--- config.mk ---
export PLATFORM = sky130hd
export DESIGN_NAME = pressure_frame_receiver
export DESIGN_NICKNAME = d
export VERILOG_FILES = /design/src/rtl/pressure_frame_receiver.sv
export SDC_FILE = /design/constraint.sdc
export NUM_CORES = 1
export LEC_CHECK = 0
export ABC_AREA = 1
export CAP_MARGIN = 0
export CORE_ASPECT_RATIO = 1.75
export CORE_UTILIZATION = 28
export DETAILED_ROUTE_END_ITERATION = 12
export PLACE_DENSITY = 0.45
export SYNTH_ARGS = -nofsm -noshare
export SYNTH_HDL_FRONTEND = slang
export SYNTH_SLANG_ARGS = --single-unit
--- constraint.sdc ---
create_clock -name clk -period 1.44 [get_ports clk]
set_input_delay 0.288 -clock clk [delete_from_list [all_inputs] [get_ports clk]]
set_output_delay 0.288 -clock clk [all_outputs]
set_load 0.02 [all_outputs]
--- src/rtl/pressure_frame_receiver.sv ---
// UART-style receiver for the pressure sensor line; emits a DATA_WIDTH-bit word with a one-cycle valid strobe.
// Optional even-parity bit after the data bits is enabled by defining PRESSURE_PARITY_EN.
module pressure_frame_receiver #(
  parameter int CLKS_PER_BIT = 16,
  parameter int DATA_WIDTH   = 6
) (
  input  logic                  clk,
  input  logic                  rst,
  input  logic                  sensorSerial,
  output logic [DATA_WIDTH-1:0] pressureData,
  output logic                  dataValid,
  output logic                  frameError
);

  localparam int CNT_W = $clog2(CLKS_PER_BIT);
  localparam int IDX_W = $clog2(DATA_WIDTH + 1);
  localparam logic [CNT_W-1:0] HALF_LAST = CNT_W'(CLKS_PER_BIT / 2 - 1);
  localparam logic [CNT_W-1:0] BIT_LAST  = CNT_W'(CLKS_PER_BIT - 1);
  localparam logic [IDX_W-1:0] IDX_LAST  = IDX_W'(DATA_WIDTH - 1);

`ifdef PRESSURE_PARITY_EN
  typedef enum logic [2:0] {IDLE, START, DATA, PARITY, STOP} rxState_t;
`else
  typedef enum logic [2:0] {IDLE, START, DATA, STOP} rxState_t;
`endif

  rxState_t state, nextState;

  logic rxMeta, rxS, rxPrev;
  logic [CNT_W-1:0] baudCnt;
  logic [IDX_W-1:0] bitIdx;
  logic [DATA_WIDTH-1:0] shiftReg;
  logic baudClear, sampleData, stopGood, stopBad, parityOk;

  // Synchronizer and edge-history flops reset high so a released reset never looks like a start edge.
  always_ff @(posedge clk or posedge rst) begin
    if (rst) begin
      rxMeta <= 1'b1;
      rxS    <= 1'b1;
      rxPrev <= 1'b1;
    end else begin
      rxMeta <= sensorSerial;
      rxS    <= rxMeta;
      rxPrev <= rxS;
    end
  end

  always_ff @(posedge clk or posedge rst) begin
    if (rst) state <= IDLE;
    else     state <= nextState;
  end

  always_comb begin
    nextState = state;
    case (state)
      IDLE:  if (rxPrev && !rxS) nextState = START;
      START: if (baudCnt == HALF_LAST) nextState = rxS ? IDLE : DATA;
      DATA:
        if (baudCnt == BIT_LAST && bitIdx == IDX_LAST) begin
`ifdef PRESSURE_PARITY_EN
          nextState = PARITY;
`else
          nextState = STOP;
`endif
        end
`ifdef PRESSURE_PARITY_EN
      PARITY: if (baudCnt == BIT_LAST) nextState = STOP;
`endif
      STOP:  if (baudCnt == BIT_LAST) nextState = IDLE;
      default: nextState = IDLE;
    endcase
  end

`ifdef PRESSURE_PARITY_EN
  logic sampleParity, parityBit;
`endif

  // Stop decision lands half a bit early so back-to-back start edges are still caught in IDLE.
  always_comb begin
    baudClear  = 1'b0;
    sampleData = 1'b0;
    stopGood   = 1'b0;
    stopBad    = 1'b0;
`ifdef PRESSURE_PARITY_EN
    sampleParity = 1'b0;
`endif
    case (state)
      IDLE:  baudClear = 1'b1;
      START: baudClear = (baudCnt == HALF_LAST);
      DATA: begin
        baudClear  = (baudCnt == BIT_LAST);
        sampleData = (baudCnt == BIT_LAST);
      end
`ifdef PRESSURE_PARITY_EN
      PARITY: begin
        baudClear    = (baudCnt == BIT_LAST);
        sampleParity = (baudCnt == BIT_LAST);
      end
`endif
      STOP: begin
        baudClear = (baudCnt == BIT_LAST);
        stopGood  = (baudCnt == BIT_LAST) && rxS && parityOk;
        stopBad   = (baudCnt == BIT_LAST) && !(rxS && parityOk);
      end
      default: baudClear = 1'b1;
    endcase
  end

  always_ff @(posedge clk or posedge rst) begin
    if (rst) begin
      baudCnt  <= '0;
      bitIdx   <= '0;
      shiftReg <= '0;
    end else begin
      baudCnt <= baudClear ? '0 : baudCnt + 1'b1;
      if (state != DATA)  bitIdx <= '0;
      else if (sampleData) bitIdx <= bitIdx + 1'b1;
      if (sampleData) shiftReg <= {rxS, shiftReg[DATA_WIDTH-1:1]};
    end
  end

`ifdef PRESSURE_PARITY_EN
  always_ff @(posedge clk or posedge rst) begin
    if (rst)               parityBit <= 1'b0;
    else if (sampleParity) parityBit <= rxS;
  end
  assign parityOk = ~(^shiftReg ^ parityBit);
`else
  assign parityOk = 1'b1;
`endif

  always_ff @(posedge clk or posedge rst) begin
    if (rst) begin
      pressureData <= '0;
      dataValid    <= 1'b0;
      frameError   <= 1'b0;
    end else begin
      dataValid  <= stopGood;
      frameError <= stopBad;
      if (stopGood) pressureData <= shiftReg;
    end
  end

endmodule

==> summary.md, run 1 <==
| Metric | Value |
|---|---|
| Post-CTS Setup Bufs | 0 |
| Setup Viol. Count Final | 0 |
| Vias in the first global route | 790 |
| Syn nets | 121 |
| Vias per cell | between 4 and 5 |
| CP max stage cell | dfrtp_1 |
| Post-Synthesis Cells | between 100 and 150 |
| H-tree depth | 1 |
| Worst Setup SP | baudCnt[0]$_DFF_PP0_ |
| Avg Inst Size Synth | 10.1 um^2 |
| Comb power frac | 0.197 |
| Via count | roughly 770 |
| Clock Latency Late Sink | 270 ps |
| Gr usage total | 0.107 |
| Hold-fix buffers at CTS | 0 |
| Final WL | 2.05 mm |
| Core Util, Final | 0.349 |
| Clock transition at path regs | around 90 ps |
| Post-synth EDFFs | 0 |
| Yosys Warn Count | 0 |
| Type of element capturing the critical path | flop |
| Diodes inserted | 0 |
| Crit path max-delay family | flip-flops |
| Core box area | 3940 um^2 |
| Worst R2R End | baudCnt[3]$_DFF_PP0_ |
| Crit path buf inv count | 1 |
| DRT Pass-1 Iters | 4 |
| Initial Util | 0.295 |
| Die Ht | 87.3 um |
| CTS buffer count | 3 |
| Slowest stage delay, CP | 380 ps |
| Static leakage | 0.685 nW |
| Setup slack after layout | 121 ps |
| Max_cap viols | 0 |
| Final Critical Period | 1320 ps |
| Met2 Routed Length | between 1 and 1.5 mm |
| Max clock buf depth | 2 |
| Sequential power share | 0.537 |
| Critical Path RT | approximately 1600 ps |
| DP Worst Slack | 62.0 ps |
| Worst Hold Class | input port to async pin |
| Routed Antenna Nets | 0 |
| Setup total negative slack | 0 ps |
| Gpl congestion | approximately 0.78 |
| Clock group share of total power | 0.266 |
| I/O Buffers | 10 |
| CTS tree | built |
| Clock skew | 5.35 ps |
| Die Footprint | between 4000 and 5000 um^2 |
| Worst-path cell chain | ha_1 > nand2_1 > o21ai_2 > o21ai_1 > inv_1 > nor2_1 |
| Share of cells above drive strength 1 | 0.225 |
| Post-DP Area | 1320 um^2 |
| Worst r2r src | baudCnt[0]$_DFF_PP0_ |
| Clock root buffer master | clkbuf_8 |
| First DRT Iteration DRCs | 5 |
| Slew @ Worst Pin | 197 ps |
| Max-slew headroom at the worst pin | 0.868 |
| Switch Pwr | 0.484 mW |
| Largest net degree at the start of global routing | 27 |
| GR Overflow Total | 0 |
| Fin. Hold Viols | 0 |
| Design area | around 1400 um^2 |
| First-pass GRT wire length | 3.55 mm |
| RSZ-0062 raised after global routing | no |
| CP max FO | 4 |
| VDD IR-drop max | 625 uV |
| Highest metal used | met4 |
| Die Wd | 50.7 um |
| Fmax | roughly 760 MHz |
| Synthesis-to-finish area growth | 18.1% |
| Critical Path AT | 1490 ps |
| Power per Cell Area | 1150 nW/um^2 |
| Flop2flop setup slack | 120 ps |
| Initial antenna violation count | 0 |
| Net Sw Frac | 0.305 |
| # nets final | approximately 140 |
| R2R depth | 6 |
| Flops & latches, synth | 26 |
| Kind of critical path | flop to flop |
| Crit start category | flop |
| Async SR Flop Fraction | 1.00 |
| # IOs | 11 |
| DR WL/cell | 11.6 um |
| CTS Sinks | 26 |
| Synth Flop Type | dfrtp_1 |
| Synth top area share | 0.495 |
| Leading area contributor after synthesis | dfrtp_1 |
| Slew Viols, Final | 0 |
| Post-Syn Area | around 1200 um^2 |
| Remaining DRCs | 0 |
| Tcrit/Tclk final | 0.916 |
| Top post-synthesis cells by area | dfrtp_1, o21ai_2, nand2_1 |
| Met3 WL post-DR | 37 um |
| Wire length on met1 | ~860 um |
| Post-synthesis sequential area ratio | 0.562 |
| Cell Rows | 30 |
| Internal power | 1.10 mW |
| Status | completed |
| Unique masters post-synth | 19 |
| Dpl hpwl | 1.45 mm |
layer usage:
| metal | vias to the layer above | track usage |
|---|---|---|
| li1 | 388 | - |
| met5 | - | 0 |
| met2 | 10 | 0.187 |
| met4 | 0 | 0.0480 |
| met3 | 4 | 0.0157 |
| met1 | 372 | 0.126 |
worst min-delay path: cells and delay by family:
family / cells / cell delay, ps
buffers and inverters: 3 / 690
per-stage QoR:
stage | instances | hold slack [ps] | total power, mW
2_1_floorplan | 115 | 292 | 1.10
3_3_place_gp | 172 | 347 | 1.17
3_5_place_dp | 172 | 349 | 1.18
4_1_cts | 176 | 356 | 1.61
5_1_grt | 177 | 367 | 1.69
6_report | 177 | 351 | 1.59
Yosys cell counts, types with 2 or more instances:
cell	n
buf_6	2
dfrtp_1	23
dfstp_2	3
ha_1	3
inv_1	16
inv_2	2
nand2_1	27
nand3_1	5
nand3_4	2
nor2_1	8
o21ai_0	2
o21ai_2	15
power by group through the flow:
| stage | combinational, mW | sequential [mW] | clock (mW) |
|---|---|---|---|
| 6_report | 0.312 | 0.851 | 0.422 |
| 5_1_grt | 0.367 | 0.862 | 0.464 |
| 4_1_cts | 0.312 | 0.851 | 0.446 |
| 3_5_place_dp | 0.311 | 0.866 | 0 |
| 3_3_place_gp | 0.304 | 0.864 | 0 |
| 2_1_floorplan | 0.247 | 0.851 | 0 |
sequential cells by signal (all words and copies together), names as in the netlist:
signal / cells
frameError: 1
pressureData: 6
rxMeta: 1
state: 2
rxS: 1
rxPrev: 1
baudCnt: 4
bitIdx: 3
shiftReg: 6
dataValid: 1
area by class of cell:
cell class / instances / area [um^2]
sequential: 26 / 654
tap: 48 / 60.1
multi-input combinational: 69 / 430
clock buffer: 4 / 45.0
inverter: 19 / 73.8
timing repair buffer: 11 / 110
fill: 424 / 2570
how the worst max path moves through the flow:
stage | to | slack [ps] | cells past startpoint
2_1_floorplan | pressureData[2]$_DFFE_PP0P_ | 210 | 7
3_3_place_gp | baudCnt[0]$_DFF_PP0_ | 100 | 6
3_5_place_dp | baudCnt[3]$_DFF_PP0_ | 60 | 6
4_1_cts | baudCnt[3]$_DFF_PP0_ | 40 | 6
5_1_grt | baudCnt[3]$_DFF_PP0_ | 20 | 6
6_report | baudCnt[3]$_DFF_PP0_ | 120 | 6
layout by cell type, fill, tap and decap left out, drive strengths merged:
master         netlist  final
dfstp                3      3
xor2                 1      1
nand2               28     28
dfrtp               23     23
clkbuf               0      4
nand3                7      8
a21oi                1      1
inv                 19     19
a31oi                1      1
nor3                 1      1
nand4                1      1
clkdlybuf4s50        0      2
ha                   3      3
dlygate4sd2          0      8
nor2                 8      8
buf                  2      1
o21ai               17     17
kinds of logic (layout without fill, tap and decap cells):
logic type,Yosys count,after routing,synth area share
AO/OA/AOI/OAI,19,19,0.131
AND/OR/NAND/NOR,45,46,0.184
XOR/XNOR,1,1,0.00753
buffers and inverters,21,34,0.0828
adder cells (fa/ha/maj),3,3,0.0323
flip-flops,26,26,0.562
timing repair:
action | CTS | global route
endpoints found under the setup margin | 8 | 8
hold endpoints to repair | 0 | 0
resized for setup | 8 | 2
pin swaps | 0 | 0
cloned | 0 | 1
Note: power is estimated with default switching activity, not from simulation.
==> inputs of run 2 (changes only) <==
--- a/config.mk
+++ b/config.mk
@@ -6,11 +6,12 @@
 export NUM_CORES = 1
 export LEC_CHECK = 0
 export ABC_AREA = 1
+export ABC_CLOCK_PERIOD_IN_PS = 1440
 export CAP_MARGIN = 0
-export CORE_ASPECT_RATIO = 1.75
-export CORE_UTILIZATION = 28
+export CORE_UTILIZATION = 54
 export DETAILED_ROUTE_END_ITERATION = 12
-export PLACE_DENSITY = 0.45
+export PLACE_DENSITY = 0.76
+export RECOVER_POWER = 25
 export SYNTH_ARGS = -nofsm -noshare
 export SYNTH_HDL_FRONTEND = slang
 export SYNTH_SLANG_ARGS = --single-unit
==> run 2 against run 1 <==
Net effect:
- total power rose by 4.5%
- die area down 47%
- worst hold slack gained 20 ps
- sequential power increased by 0.7%
- critical path type is now flop to primary output
- final area fell by 3.6%
- maximum frequency shrank 0.40%
- via count increased by 0.65%
- largest cell class unchanged
- non-clock buffer count unchanged
- sequential share of layout area increased by 1.8 points
==> summary.md, run 2 (synthesized netlist as in run 1, its figures left out) <==
| Metric | Value |
|---|---|
| GR Overflow Total | 0 (unchanged) |
| Tcrit/Tclk final | 0.920 (was 0.916) |
| Worst Hold Class | input port to flop (was input port to async pin) |
| Critical Path AT | 1040 ps (was 1490 ps) |
| Vias per cell | 5.03 (was 4.37) |
| VDD IR-drop max | 860 uV (was 625 uV) |
| CP max stage cell | dfrtp_1 (unchanged) |
| Power per Cell Area | 1250 nW/um^2 (was 1150 nW/um^2) |
| CTS Sinks | 26 (unchanged) |
| Max_cap viols | 0 (unchanged) |
| Post-CTS Setup Bufs | 0 (unchanged) |
| Share of cells above drive strength 1 | 0.234 (was 0.225) |
| Setup total negative slack | 0 ps (unchanged) |
| Largest net degree at the start of global routing | 27 (unchanged) |
| I/O Buffers | 10 (unchanged) |
| CP max FO | 2 (was 4) |
| Routed Antenna Nets | 0 (unchanged) |
| Die Wd | 48.4 um (was 50.7 um) |
| # nets final | 135 (was 136) |
| Worst-path cell chain | dlygate4sd2_1 (was ha_1 > nand2_1 > o21ai_2 > o21ai_1 > inv_1 > nor2_1) |
| Gpl congestion | 0.769 (was 0.777) |
| Design area | 1330 um^2 (was 1370 um^2) |
| Clock root buffer master | clkbuf_4 (was clkbuf_8) |
| Gr usage total | 0.193 (was 0.107) |
| Die Footprint | 2340 um^2 (was 4430 um^2) |
| Clock skew | 7.02 ps (was 5.35 ps) |
| Layout Cells excl Fill | 155 (was 177) |
| CTS buffer count | 3 (unchanged) |
| Post-cts sizing count | 9 (was 8) |
| Kind of critical path | flop to primary output (was flop to flop) |
| Fill count | 159 (was 424) |
| H-tree depth | 1 (unchanged) |
| Hold-fix buffers at CTS | 0 (unchanged) |
| Clock transition at path regs | 140 ps (was 90 ps) |
| Post-DP Area | 1290 um^2 (was 1320 um^2) |
| Initial antenna violation count | 0 (unchanged) |
| Setup Viol. Count Final | 0 (unchanged) |
| Cells after DPL | 151 (was 172) |
| Regs by FF count | pressureData (6), shiftReg (6), baudCnt (4) (unchanged) |
| Slew @ Worst Pin | 618 ps (was 197 ps) |
| Slowest stage delay, CP | 400 ps (was 380 ps) |
| Crit start category | flop (unchanged) |
| Vias in the first global route | 819 (was 790) |
| DR WL/cell | 11.4 um (was 11.6 um) |
| Diodes inserted | 0 (unchanged) |
| Die Ht | 48.4 um (was 87.3 um) |
| Synthesis-to-finish area growth | 13.9% (was 18.1%) |
| RSZ-0062 raised after global routing | no (unchanged) |
| Max clock buf depth | 2 (unchanged) |
| Via count | 779 (was 774) |
| Static leakage | 0.682 nW (was 0.685 nW) |
| CTS tree | built (unchanged) |
| Commonest non-fill, non-tap cell in the layout | nand2_1 (unchanged) |
| DRT Pass-1 Iters | 4 (unchanged) |
| Clock Latency Late Sink | 320 ps (was 270 ps) |
| First-pass GRT wire length | 3.48 mm (was 3.55 mm) |
| Crit path max-delay family | flip-flops (unchanged) |
| Remaining DRCs | 0 (unchanged) |
| Slew Viols, Final | 0 (unchanged) |
| # IOs | 11 (unchanged) |
| Final WL | 1.77 mm (was 2.05 mm) |
| Dpl hpwl | 1.35 mm (was 1.45 mm) |
| Core box area | 2000 um^2 (was 3940 um^2) |
| Final Critical Period | 1320 ps (about the same) |
| Crit path buf inv count | 1 (unchanged) |
| First DRT Iteration DRCs | 17 (was 5) |
| Fmax | 755 MHz (was 758 MHz) |
| Commonest cells after routing, fill and taps aside | nand2_1, dfrtp_1, inv_1 (unchanged) |
| Initial Util | 0.581 (was 0.295) |
| Max-slew headroom at the worst pin | 0.588 (was 0.868) |
| Cell Rows | 16 (was 30) |
| Status | completed (unchanged) |
| Fin. Hold Viols | 0 (unchanged) |
| Critical Path RT | 1150 ps (was 1610 ps) |
| Type of element capturing the critical path | primary output (was flop) |
run 2: per-stage QoR:
| step | power (mW) | setup WS [ps] | hold slack, ps | util |
|---|---|---|---|---|
| global placement | 1.15 | 155 | 346 | 0.647 |
| floorplan | 1.10 | 214 | 292 | - |
| CTS | 1.68 | 94.0 | 290 | 0.668 |
| global route | 1.77 | 20.7 | 361 | 0.662 |
| detailed placement | 1.18 | 14.4 | 353 | 0.647 |
| finish | 1.66 | 116 | 371 | 0.662 |
run 2: worst paths after layout:
kind                                              from                           to  slack [ps]  cells past startpoint
min in group asynchronous                          rst         state[1]$_DFFE_PP0P_         560                      3
max reg2reg                       baudCnt[0]$_DFF_PP0_  pressureData[0]$_DFFE_PP0P_         120                      7
min reg2reg                           rxMeta$_DFF_PP1_                rxS$_DFF_PP1_         380                      0
max                        pressureData[4]$_DFFE_PP0P_              pressureData[4]         120                      1
max in group asynchronous                          rst        bitIdx[1]$_DFFE_PP0P_         480                      3
min                                       sensorSerial             rxMeta$_DFF_PP1_         370                      1
run 2: where the power goes:
| part | internal [mW] | leakage (nW) | switching [mW] |
|---|---|---|---|
| Combinational | 0.109 | 0.306 | 0.199 |
| Sequential | 0.790 | 0.348 | 0.0666 |
| Clock | 0.281 | 0.0279 | 0.210 |
| Total | 1.18 | 0.682 | 0.476 |
run 2: layout make-up:
class	count	area (um^2)	share of cell area
Clock buffer	3	22.5	0.0170
Sequential cell	26	654	0.494
Timing Repair Buffer	11	95.1	0.0718
Clock inverter	1	30.0	0.0227
Inverter	19	73.8	0.0557
Tap cell	27	33.8	0.0255
Multi-Input combinational cell	68	415	0.314
run 2: per-layer routing:
| layer | track usage | vias up | share of wire |
|---|---|---|---|
| met2 | 0.319 | 13 | 0.50 |
| li1 | - | 388 | - |
| met3 | 0.0189 | 2 | 0.033 |
| met5 | 0 | - | 0 |
| met4 | 0.0931 | 0 | 0.0079 |
| met1 | 0.256 | 376 | 0.46 |
